File: src/rtl/operand_fetch_pkg.sv
// Shared constants for the operand-fetch stage and the ALU it feeds:
// datapath sizes, FSM encoding, shift op codes and the B-operand shifter.
package operand_fetch_pkg;

    localparam int W    = 16;
    localparam int NREG = 8;
    localparam int RW   = $clog2(NREG);

    localparam logic [1:0] IDLE  = 2'd0;
    localparam logic [1:0] RD_A  = 2'd1;
    localparam logic [1:0] RD_B  = 2'd2;
    localparam logic [1:0] VALID = 2'd3;

    localparam logic [1:0] SH_NONE = 2'b00;
    localparam logic [1:0] SH_LSL  = 2'b01;
    localparam logic [1:0] SH_LSR  = 2'b10;
    localparam logic [1:0] SH_ASR  = 2'b11;

    typedef struct packed {
        logic [RW-1:0] rn;
        logic [RW-1:0] rm;
        logic [1:0]    shift;
        logic          asel;
        logic          bsel;
        logic [W-1:0]  sximm5;
    } req_t;

    function automatic logic [W-1:0] shift_b(input logic [1:0] op, input logic [W-1:0] b);
        case (op)
            SH_LSL:  return {b[W-2:0], 1'b0};
            SH_LSR:  return {1'b0, b[W-1:1]};
            SH_ASR:  return {b[W-1], b[W-1:1]};
            default: return b;
        endcase
    endfunction

endpackage

File: src/rtl/operand_fetch_if.sv
// Request, operand-output and writeback signals of the operand-fetch stage.
// master = upstream/downstream environment, slave = operand_fetch itself.
interface operand_fetch_if;
    import operand_fetch_pkg::*;

    logic          start;
    logic          ready;
    logic [RW-1:0] rn;
    logic [RW-1:0] rm;
    logic [1:0]    shift;
    logic          asel;
    logic          bsel;
    logic [W-1:0]  sximm5;
    logic          out_valid;
    logic          out_ready;
    logic [W-1:0]  Ain;
    logic [W-1:0]  Bin;
    logic          wb_en;
    logic [RW-1:0] wb_num;
    logic [W-1:0]  wb_data;

    modport master (
        output start, rn, rm, shift, asel, bsel, sximm5, out_ready, wb_en, wb_num, wb_data,
        input  ready, out_valid, Ain, Bin
    );

    modport slave (
        input  start, rn, rm, shift, asel, bsel, sximm5, out_ready, wb_en, wb_num, wb_data,
        output ready, out_valid, Ain, Bin
    );

endinterface

File: src/rtl/operand_fetch_regfile.sv
// 8x16 general register file: one write port, one combinational read port.
// A read in the same cycle as a write to that register returns the old value.
module operand_fetch_regfile
    import operand_fetch_pkg::*;
(
    input  logic          clk,
    input  logic          reset,
    input  logic          wb_en,
    input  logic [RW-1:0] wb_num,
    input  logic [W-1:0]  wb_data,
    input  logic [RW-1:0] rd_num,
    output logic [W-1:0]  rd_data
);

    logic [W-1:0] regs [NREG];

    always_ff @(posedge clk or posedge reset) begin
        if (reset) begin
            for (int i = 0; i < NREG; i++) regs[i] <= '0;
        end else if (wb_en) begin
            regs[wb_num] <= wb_data;
        end
    end

    assign rd_data = regs[rd_num];

endmodule

File: src/rtl/operand_fetch.sv
// Operand-fetch stage: reads Rn then Rm into latches A/B, presents Ain/Bin to the ALU.
// Optional REGFILE_FWD_EN: a writeback landing on the register being read is forwarded.
//
//   state | meaning
//   IDLE  | ready for a request; latch request fields on start
//   RD_A  | A <= R[rn]
//   RD_B  | B <= R[rm]
//   VALID | Ain/Bin held until out_ready
module operand_fetch
    import operand_fetch_pkg::*;
(
    input  logic          clk,
    input  logic          reset,
    operand_fetch_if.slave bus
);

    logic [1:0]    state;
    req_t          req_q;
    logic [W-1:0]  a_q;
    logic [W-1:0]  b_q;
    logic [RW-1:0] rd_num;
    logic [W-1:0]  rd_data;
    logic [W-1:0]  rd_val;

    // Single read port: Rn during RD_A, Rm otherwise.
    assign rd_num = (state == RD_A) ? req_q.rn : req_q.rm;

    operand_fetch_regfile u_regfile (
        .clk     (clk),
        .reset   (reset),
        .wb_en   (bus.wb_en),
        .wb_num  (bus.wb_num),
        .wb_data (bus.wb_data),
        .rd_num  (rd_num),
        .rd_data (rd_data)
    );

`ifdef REGFILE_FWD_EN
    assign rd_val = (bus.wb_en && (bus.wb_num == rd_num)) ? bus.wb_data : rd_data;
`else
    assign rd_val = rd_data;
`endif

    always_ff @(posedge clk or posedge reset) begin
        if (reset) begin
            state <= IDLE;
            req_q <= '0;
            a_q   <= '0;
            b_q   <= '0;
        end else begin
            case (state)
                IDLE: begin
                    if (bus.start) begin
                        req_q <= '{rn: bus.rn, rm: bus.rm, shift: bus.shift,
                                   asel: bus.asel, bsel: bus.bsel, sximm5: bus.sximm5};
                        state <= RD_A;
                    end
                end
                RD_A: begin
                    a_q   <= rd_val;
                    state <= RD_B;
                end
                RD_B: begin
                    b_q   <= rd_val;
                    state <= VALID;
                end
                default: begin
                    if (bus.out_ready) state <= IDLE;
                end
            endcase
        end
    end

    assign bus.ready     = (state == IDLE);
    assign bus.out_valid = (state == VALID);
    assign bus.Ain       = req_q.asel ? '0 : a_q;
    assign bus.Bin       = req_q.bsel ? req_q.sximm5 : shift_b(req_q.shift, b_q);

endmodule

File: src/flat_wrapper.sv
// flat-port wrapper written by rule: the top's interface ports become plain ports
module operand_fetch_flat import operand_fetch_pkg::*;
  (clk, reset, bus_start, bus_rn, bus_rm, bus_shift, bus_asel, bus_bsel, bus_sximm5, bus_out_ready, bus_wb_en, bus_wb_num, bus_wb_data, bus_ready, bus_out_valid, bus_Ain, bus_Bin);
  operand_fetch_if bus_i ();
  input  logic clk;
  input  logic reset;
  input wire logic [$bits(bus_i.start)-1:0] bus_start;
  input wire logic [$bits(bus_i.rn)-1:0] bus_rn;
  input wire logic [$bits(bus_i.rm)-1:0] bus_rm;
  input wire logic [$bits(bus_i.shift)-1:0] bus_shift;
  input wire logic [$bits(bus_i.asel)-1:0] bus_asel;
  input wire logic [$bits(bus_i.bsel)-1:0] bus_bsel;
  input wire logic [$bits(bus_i.sximm5)-1:0] bus_sximm5;
  input wire logic [$bits(bus_i.out_ready)-1:0] bus_out_ready;
  input wire logic [$bits(bus_i.wb_en)-1:0] bus_wb_en;
  input wire logic [$bits(bus_i.wb_num)-1:0] bus_wb_num;
  input wire logic [$bits(bus_i.wb_data)-1:0] bus_wb_data;
  output wire logic [$bits(bus_i.ready)-1:0] bus_ready;
  output wire logic [$bits(bus_i.out_valid)-1:0] bus_out_valid;
  output wire logic [$bits(bus_i.Ain)-1:0] bus_Ain;
  output wire logic [$bits(bus_i.Bin)-1:0] bus_Bin;
  assign bus_i.start = bus_start;
  assign bus_i.rn = bus_rn;
  assign bus_i.rm = bus_rm;
  assign bus_i.shift = bus_shift;
  assign bus_i.asel = bus_asel;
  assign bus_i.bsel = bus_bsel;
  assign bus_i.sximm5 = bus_sximm5;
  assign bus_i.out_ready = bus_out_ready;
  assign bus_i.wb_en = bus_wb_en;
  assign bus_i.wb_num = bus_wb_num;
  assign bus_i.wb_data = bus_wb_data;
  assign bus_ready = bus_i.ready;
  assign bus_out_valid = bus_i.out_valid;
  assign bus_Ain = bus_i.Ain;
  assign bus_Bin = bus_i.Bin;
  operand_fetch u_core (.clk(clk), .reset(reset), .bus(bus_i));
endmodule
File: config.mk
export PLATFORM = sky130hd
export DESIGN_NAME = operand_fetch_flat
export DESIGN_NICKNAME = d
export VERILOG_FILES = /design/src/rtl/operand_fetch_pkg.sv /design/src/rtl/operand_fetch_if.sv /design/src/rtl/operand_fetch_regfile.sv /design/src/rtl/operand_fetch.sv /design/src/flat_wrapper.sv
export SDC_FILE = /design/constraint.sdc
export NUM_CORES = 1
export LEC_CHECK = 0
export ABC_AREA = 1
export BUFFER_PORTS_ARGS = -buffer_cell sky130_fd_sc_hd__buf_2
export CORE_UTILIZATION = 54
export CTS_CLUSTER_SIZE = 24
export DETAILED_ROUTE_END_ITERATION = 7
export PLACE_DENSITY = 0.81
export REMOVE_ABC_BUFFERS = 1
export SLEW_MARGIN = 20
export SYNTH_ARGS = -nofsm -noshare
export SYNTH_HDL_FRONTEND = slang
export SYNTH_SLANG_ARGS = --single-unit
File: constraint.sdc
create_clock -name clk -period 6.3 [get_ports clk]
set_clock_uncertainty 0.2 [all_clocks]
set_input_delay 1.26 -clock clk [delete_from_list [all_inputs] [get_ports clk]]
set_output_delay 1.26 -clock clk [all_outputs]
set_load 0.005 [all_outputs]
# Word level (Yosys, flattened, before mapping)

Index checks and enable logic that the tools add are counted.

Word-level logic and storage cells: 47
Flip-flop bits (word level): 188
Bits of input ports: 50
Output and inout bits: 34

Mux-type cells: 13
Equality and inequality tests: 7
$lt $le $gt $ge: 3
Reductions and logical operators: 5
Bitwise logic cells: 2

Operators with widths:

| operator                                                              | count |
|---|---|
| 128-bit bitwise mux                                                   | 1 |
| 16-bit two-way mux                                                    | 5 |
| 16-bit binary-select mux with 3-bit select                            | 1 |
| 16-bit demux with 3-bit select                                        | 1 |
| 16-bit case mux with 3 select lines                                   | 1 |
| 2-bit == test (second input constant)                                 | 4 |
| 4-bit >= comparator (second input constant)                           | 2 |
| 3-bit NOT with 4-bit output                                           | 2 |
| 2-bit case mux with 3 select lines                                    | 1 |
| 2-bit by 1-bit == test with 1-bit output (second input constant)      | 2 |
| 4-bit by 1-bit < comparator with 1-bit output (second input constant) | 1 |
| 2-bit two-way mux                                                     | 2 |
| 2-bit AND reduction                                                   | 2 |
| 4-bit nonzero test                                                    | 1 |
| 3-bit two-way mux                                                     | 1 |
| 2-bit zero test                                                       | 1 |
| 2-bit != test (second input constant)                                 | 1 |
| 1-bit logical AND                                                     | 1 |

# Depth between registers and ports, before layout

Gate-level depths: netlist (run 1).

Depth after elaboration: 6
Gate-level depth with buffers: 13
Depth with buffers taken out: 10

# Modules after synthesis

A second synthesis (run 1) with hierarchy kept.

Cells, all modules: 1279
Area, all modules: 9435.3 um2

By module, submodules not included:

| module                | area each (um2) | seq. area each (um2) | instances | cells each |
|---|---|---|---|---|
| operand_fetch_regfile | 6279.8          | 3203.1               | 1         | 868 |
| operand_fetch         | 3155.5          | 1501.4               | 1         | 411 |

# Least setup slack after synthesis (run 1)

No wires, ideal clock.

Path type: register -> output
Start point: reg u_core.req_q[19] (netlist name)
End point: out bus_Bin[10]
Slack: 3735 ps
Arrival: 1105 ps
Cell stages (with the launch flop): 7
Buffers on the path: 1
Required time: 4840 ps
Cells stage by stage: dfrtp_1 inv_2 nand2_1 buf_1 o22ai_1 o22ai_1 inv_1

Longest elaborated chain between the ends: 3
Elaborated cells on any way between the ends: 5
Classes of those cells: eq/ne (3); mux (2)

Ends and longest elaborated chain:

| element                                                                          | line                    | source |
|---|---|---|
| from (decl)                                                                      | operand_fetch.sv:18     | `req_t req_q;` |
| from (signal assigned)                                                           | operand_fetch.sv:54     | `req_q <= '{rn: bus.rn, rm: bus.rm, shift: bus.shift,` |
| 2-bit == test / 2-bit by 1-bit == test with 1-bit output (equally long branches) | operand_fetch_pkg.sv:29 | `case (op)` |
| 16-bit case mux with 3 select lines *                                            | operand_fetch_pkg.sv:29 |  |
| 16-bit two-way mux *                                                             | operand_fetch.sv:77     | `assign bus.Bin = req_q.bsel ? req_q.sximm5 : shift_b(req_q.shift, b_q);` |
| to (decl)                                                                        | flat_wrapper.sv:21      | `output wire logic [$bits(bus_i.Bin)-1:0] bus_Bin;` |

Mark *: on every way between the ends. The rest lies on a longest branch, timed or not.

# Worst setup path in the final report (run 1)

Start point: reg u_core.state[1]
End point: reg u_core.b_q[15]

Longest elaborated chain between the ends: 6
Elaborated cells on any way between the ends: 7
Classes of those cells: eq/ne (2); mux (4); bitwise (1)

Ends and longest elaborated chain:

| element                                               | line                        | source |
|---|---|---|
| from (decl)                                           | operand_fetch.sv:17         | `logic [1:0] state;` |
| from (signal assigned)                                | operand_fetch.sv:46         | `state <= IDLE;` |
| from (signal assigned)                                | operand_fetch.sv:56         | `state <= RD_A;` |
| from (signal assigned)                                | operand_fetch.sv:61         | `state <= RD_B;` |
| 2-bit by 1-bit == test with 1-bit output              | operand_fetch.sv:26         | `assign rd_num = (state == RD_A) ? req_q.rn : req_q.rm;` |
| 3-bit two-way mux                                     | operand_fetch.sv:26         |  |
| 3-bit NOT with 4-bit output (implied by the code)     | operand_fetch_regfile.sv:25 | `assign rd_data = regs[rd_num];` |
| 16-bit binary-select mux with 3-bit select            | operand_fetch_regfile.sv:25 |  |
| 16-bit two-way mux (implied by the code) (2 in a row) | operand_fetch_regfile.sv:25 |  |
| to (signal assigned)                                  | operand_fetch.sv:64         | `b_q <= rd_val;` |
| to (decl)                                             | operand_fetch.sv:20         | `logic [W-1:0] b_q;` |

Several ways; a longest one is shown, not always the timed one. The select of a mux whose other input is x is not followed.
A chain may end at the register's enable or synchronous reset.

==> results of run 1 <==
[stage by stage]
stage	area, um^2	util, %	power (W)	worst slack [ns]	hold slack [ns]
3_3_place_gp	9670	58.1	0.00395	2.81	0.263
4_1_cts	10300	62.1	0.00524	2.64	0.283
6_report	10300	62.2	0.00527	2.58	0.284
3_5_place_dp	9670	58.1	0.00402	2.66	0.267
2_1_floorplan	8900	-	0.00328	-0.274	0.249
5_1_grt	10300	62.2	0.00562	2.34	0.306
[path summary, 6_finish.rpt]
check | start | to | slack, ns | depth (start not counted)
min in group asynchronous | reset | u_core.u_regfile.regs[18]$_DFFE_PP0P_ | 0.68 | 2
worst min-delay path | u_core.a_q[6]$_DFFE_PP0P_ | u_core.a_q[6]$_DFFE_PP0P_ | 0.28 | 2
worst min register to register | u_core.a_q[6]$_DFFE_PP0P_ | u_core.a_q[6]$_DFFE_PP0P_ | 0.28 | 2
max in group asynchronous | reset | u_core.u_regfile.regs[86]$_DFFE_PP0P_ | 3.93 | 3
worst max-delay path | u_core.state[1]$_DFFE_PP0P_ | u_core.b_q[15]$_DFFE_PP0P_ | 2.58 | 11
worst max register to register | u_core.state[1]$_DFFE_PP0P_ | u_core.b_q[15]$_DFFE_PP0P_ | 2.58 | 11
[worst max-delay path: cells and delay by family, from the launching register on]
kind	cells	cell delay (ns)
fa+ha+maj	1	0.15
buf+inv	3	0.62
flops	1	0.40
simple gates	7	2.24
[state kept, by name, summed over array words and instances (netlist names)]
name                   cells
u_core.req_q              26
u_core.state               2
u_core.u_regfile.regs    128
u_core.a_q                16
u_core.b_q                16
[per-layer routing]
metal	share of wire, %	routed length (um)	vias up
met3	8.4	2030	39
met1	43	10200	3853
met5	0	0	-
met2	47	11300	384
li1	-	-	3816
met4	2.3	549	0
[cells by family (layout without fill, tap and decap cells)]
logic type,Yosys count,after routing
compound gates,185,185
buf+inv,275,330
simple gates,509,509
flops,188,188
fa+ha+maj,4,4
mux,19,19
[cell usage after synthesis]
library cell,number,area [um^2]
a21oi_1,8,40.0
a22oi_1,2,15.0
a31oi_1,1,6.26
buf_1,5,18.8
buf_2,19,95.1
buf_4,3,22.5
buf_6,7,78.8
clkbuf_1,34,128
dfrtp_1,188,4700
ha_1,4,50.1
inv_1,204,766
inv_2,2,7.51
inv_4,1,6.26
mux2_2,19,214
nand2_1,273,1020
nand2_2,6,37.5
nand3_1,195,976
nor2_1,33,124
nor2_2,1,6.26
nor3_1,1,5.00
o2111ai_1,1,8.76
o21ai_0,147,736
o21ai_2,1,8.76
o21ai_4,1,16.3
o221ai_1,1,8.76
o22ai_1,23,144
[report_power, final]
group | leakage [nW] | total [W] | internal [W] | switching [W]
Combinational | 2.80 | 0.00228 | 0.000782 | 0.00150
Sequential | 2.33 | 0.00178 | 0.00156 | 0.000224
Clock | 0.322 | 0.00120 | 0.000730 | 0.000473
Total | 5.45 | 0.00527 | 0.00307 | 0.00220
[final cells by class]
| cell class | count | area (um^2) |
|---|---|---|
| Fill cell | 1413 | 6300 |
| Sequential cell | 188 | 4700 |
| Multi-Input combinational cell | 717 | 3440 |
| Inverter | 207 | 785 |
| Timing Repair Buffer | 91 | 475 |
| Clock buffer | 20 | 457 |
| Tap cell | 220 | 275 |
| Clock inverter | 12 | 206 |
==> out/results.ini, run 1 <==
[run_status]
status = finished, final reports clean

[clock_network]
insertion_delay_ns = 0.44
cts_root_buf = clkbuf_16
cts_hold_buf = 0
path_clk_slew_ns = 0.07
htreeDepth = 4
cts.sinks = 188
cts_buffers = 17
ctsResizeCount = 0
post_cts_buffers = 0
cts_tree = done
cts_buffer_depth = 2

[die]
io_pins = 84
die_y_um = 133
core-area_um2 = 16600
die_area_um2 = 17700
dieWidth_um = 133
num_rows = 47
start_util_pct = 55.6

[critical_path]
cpPeakStageDelay_ns = 0.84
cp.arrival_ns = 3.90
cp-end-kind = flip-flop
critical_path.most_common_cell = nand3_1
crit_chain = inv_1 -> ha_1 -> buf_4 -> inv_4 -> nand2_2 -> nand2_2 -> nand2_1 -> nand3_1 -> nand3_1 -> nand3_1 -> nand2_1
critical_path.max_fanout = 49
required_ns = 6.48
critPathKind = flip-flop to flip-flop
slowest_stage = nand2_2
start_kind = flip-flop

[final_layout]
instances_no_fill = 1455
syn_to_final_growth_pct = 11.9
drive_above_1_share_pct = 13.0
num_antenna_cells = 0
final_net_count = 1276
final_cell_mix = nand2_1 (267), inv_1 (203), nand3_1 (195)
final_common_cell = nand2_1

[placed_design]
numPortBuffers = 83
place.gp.congestion = 0.864
hpwl_um = 15000
dpl.cell_count = 1423

[run]
drv_cap = 0

[global_routing]
track_usage_pct = 28.6
use_met3_pct = 5.10
use_met2_pct = 45.1
grt_overflow = 0
grt_max_degree = 69
grt_busiest_layer = met2
grt_pass1_wl_um = 39100
met1_usage_pct = 39.3
grt_pass1_vias = 7619
antenna_found_initial = 0

[routing]
vias = 8092
wirelength_um = 24100
wl_per_cell_um = 16.6
drt_first_iter_violations = 769
drc_errors = 0
vias_per_cell = 5.56
firstDrtPassIters = 5
ant_nets = 0

[timing]
worstMarginPinSlew_ns = 1.05
slew_headroom_pct = 29.9
finalMaxSlewViolations = 0
tns_ns = 0
hold_viol = 0
period_needed_ns = 3.72
fin_crit_sh_pct = 59.0
clock.fmax_mhz = 269
rsz0062_at_grt = no
finalSetupViolations = 0

[yosys]
synth-adder-area-share_pct = 0.541
ys_types = 26
synth_xor_area_share_pct = 0
yosys_warnings = 0
synthMuxAreaShare_pct = 2.31
synthSimpleGateAreaFrac_pct = 23.5
synth_compound_area_share_pct = 10.6
post_synth.cell_area_avg_um2 = 7.84
yosys_register_bits = 188
syn-instance-count = 1180
seq_area_frac_synth_pct = 50.9
netlist_area_um2 = 9250
synth_top_family_by_area = simple AND/OR/NAND/NOR gates

[pwr]
cellLeakagePower_nw = 5.45
vdd_ir_drop_max_uv = 295
power_density_nw_per_um2 = 509

[min_path]
min_path_type = flip-flop to flip-flop

Power figures use the tool's default switching activity.
==> run 2: changes to the inputs <==
- CORE_UTILIZATION: 54 -> 60
- PLACE_DENSITY: 0.81 -> 0.85
- clock period: 6.3 -> 3.5 ns (I/O delays scaled with it)
==> run 2 against run 1 <==
Compared with the run above: core utilization up 6.7 points; hold slack worse by 0.11 ns; register-to-register slack worse by 1.8 ns; critical endpoint is now bus_Bin[8]; largest cell class unchanged; largest power group unchanged.
==> out/results.ini, run 2 (synthesized netlist as in run 1, its figures left out) <==
[critical_path]
critPathKind = flip-flop to output port  ; was flip-flop to flip-flop
cp-end-kind = output port  ; was flip-flop
critical_path.max_fanout = 30  ; was 49
required_ns = 2.60  ; was 6.48 ns
start_kind = flip-flop  ; unchanged
cp.arrival_ns = 2.14  ; was 3.90 ns

[routing]
drc_errors = 0  ; unchanged
wirelength_um = 24700  ; was 24,100 um
vias_per_cell = 5.78  ; was 5.56
ant_nets = 0  ; unchanged
drt_first_iter_violations = 904  ; was 769
wl_per_cell_um = 17.2  ; was 16.6 um
vias = 8304  ; was 8,092
firstDrtPassIters = 5  ; unchanged

[clock_network]
cts_hold_buf = 0  ; unchanged
htreeDepth = 4  ; unchanged
cts_root_buf = clkbuf_16  ; unchanged
cts_buffers = 17  ; unchanged
cts.sinks = 188  ; unchanged
post_cts_buffers = 0  ; unchanged
insertion_delay_ns = 0.43  ; was 0.44 ns
cts_tree = done  ; unchanged
ctsResizeCount = 0  ; unchanged
path_clk_slew_ns = 0.07  ; about the same
cts_buffer_depth = 2  ; unchanged

[timing]
tns_ns = 0  ; unchanged
hold_viol = 0  ; unchanged
slew_headroom_pct = 42.8  ; was 29.9%
finalMaxSlewViolations = 0  ; unchanged
worstMarginPinSlew_ns = 0.853  ; was 1.05 ns
clock.fmax_mhz = 329
finalSetupViolations = 0  ; unchanged
fin_crit_sh_pct = 86.8
period_needed_ns = 3.04
rsz0062_at_grt = no  ; unchanged

[global_routing]
grt_busiest_layer = met2  ; unchanged
antenna_found_initial = 0  ; unchanged
grt_pass1_wl_um = 40200  ; was 39,100 um
grt_pass1_vias = 7964  ; was 7,619
grt_max_degree = 79  ; was 69
track_usage_pct = 32.8  ; was 28.6%
use_met3_pct = 6.67  ; was 5.10%
use_met2_pct = 51.3  ; was 45.1%
met1_usage_pct = 44.3  ; was 39.3%
grt_overflow = 0  ; unchanged

[die]
io_pins = 84  ; unchanged
num_rows = 45  ; was 47
start_util_pct = 61.1  ; was 55.6%
die_y_um = 126  ; was 133 um
core-area_um2 = 15100  ; was 16,600 um^2
die_area_um2 = 15900  ; was 17,700 um^2
dieWidth_um = 126  ; was 133 um

[final_layout]
post-route-util_pct = 68.8  ; was 62.2%
final_common_cell = nand2_1  ; unchanged
instances_no_fill = 1437  ; was 1,455
drive_above_1_share_pct = 13.4  ; was 13.0%
reg_top3 = u_core.u_regfile.regs (128), u_core.req_q (26)  ; unchanged
largest_reg_flops = 128  ; unchanged
largest-register = u_core.u_regfile.regs  ; unchanged
syn_to_final_growth_pct = 12.7  ; was 11.9%
final_net_count = 1292  ; was 1,276
final_cell_mix = nand2_1 (273), inv_1 (203), nand3_1 (195)  ; was nand2_1 (267), inv_1 (203), nand3_1 (195)
num_antenna_cells = 0  ; unchanged

[pwr]
intPower_w = 0.00558  ; was 0.00307 W
swShare_pct = 41.8  ; was 41.7%
power_density_nw_per_um2 = 920  ; was 509 nW/um^2
p_seq_share_pct = 33.7  ; was 33.8%
clock_power_share_pct = 21.8  ; was 22.8%
vdd_ir_drop_max_uv = 495  ; was 295 uV
cellLeakagePower_nw = 5.52  ; was 5.45 nW
p_comb_share_pct = 44.5  ; was 43.3%
switchingPower_w = 0.00400  ; was 0.00220 W

[placed_design]
numPortBuffers = 83  ; unchanged
dpl.cell_count = 1407  ; was 1,423
place.gp.congestion = 0.897  ; was 0.864
hpwl_um = 15300  ; was 15,000 um

[run_status]
status = finished, final reports clean  ; unchanged

[min_path]
min_path_type = primary input to async pin  ; was flip-flop to flip-flop

[run]
drv_cap = 0  ; unchanged

==> run 2: cell count changes in the layout (fill, tap and decap cells not counted) <==
cell,change
buf_4,+12
nand2_1,+6
nand2_2,-6
buf_12,+4
inv_6,-3
clkbuf_1,+2
clkinv_2,+2
clkinv_4,-2
clkinvlp_4,-1
==> run 2: final cells by class <==
cell class / count / area, um^2
clock inverters: 8 / 165
clock buffers: 22 / 464
inverters: 207 / 785
repair buffers: 107 / 646
well taps: 188 / 235
fillers: 1132 / 4720
flip-flops and latches: 188 / 4700
multi-input cells: 717 / 3430
==> run 2: path summary, 6_finish.rpt <==
kind,startpoint,end,slack (ns),cells past startpoint
max,u_core.req_q[16]$_DFFE_PP0P_,bus_Bin[8],0.46,5
min,reset,u_core.req_q[6]$_DFFE_PP0P_,0.17,2
max reg2reg,u_core.state[1]$_DFFE_PP0P_,u_core.a_q[7]$_DFFE_PP0P_,0.76,10
min reg2reg,u_core.b_q[12]$_DFFE_PP0P_,u_core.b_q[12]$_DFFE_PP0P_,0.28,2
max in group asynchronous,reset,u_core.u_regfile.regs[54]$_DFFE_PP0P_,2.12,3
min in group clk,u_core.b_q[12]$_DFFE_PP0P_,u_core.b_q[12]$_DFFE_PP0P_,0.28,2
==> run 2: metal layers <==
layer	part of all wire (%)	vias to the layer above
met5	0	-
met4	3.6	0
met3	9.4	81
met2	46	484
met1	41	3896
li1	-	3843
==> run 2: critical path: stages, from the launching register on <==
cell and delay, ns:
dfrtp_1 0.41, inv_1 0.55, o21ai_0 0.23, o22ai_1 0.31, inv_1 0.08, buf_2 0.14
==> run 2: power by group through the flow <==
stage | combinational (W) | sequential, W | clock (W)
finish | 0.00426 | 0.00323 | 0.00209
global route | 0.00471 | 0.00329 | 0.00219
CTS | 0.00419 | 0.00322 | 0.00209
detailed placement | 0.00409 | 0.00324 | 0
global placement | 0.00397 | 0.00322 | 0
floorplan | 0.00282 | 0.00310 | 0
==> run 2: through the flow <==
| step | setup WS [ns] | instance area (um^2) | hold slack [ns] | power, W |
|---|---|---|---|---|
| 2_1_floorplan | -2.51 | 8900 | 0.249 | 0.00591 |
| 3_3_place_gp | 1.01 | 9800 | 0.265 | 0.00719 |
| 3_5_place_dp | 0.957 | 9800 | 0.266 | 0.00733 |
| 4_1_cts | 0.498 | 10400 | 0.215 | 0.00950 |
| 5_1_grt | 0.354 | 10400 | 0.215 | 0.0102 |
| 6_report | 0.461 | 10400 | 0.169 | 0.00959 |
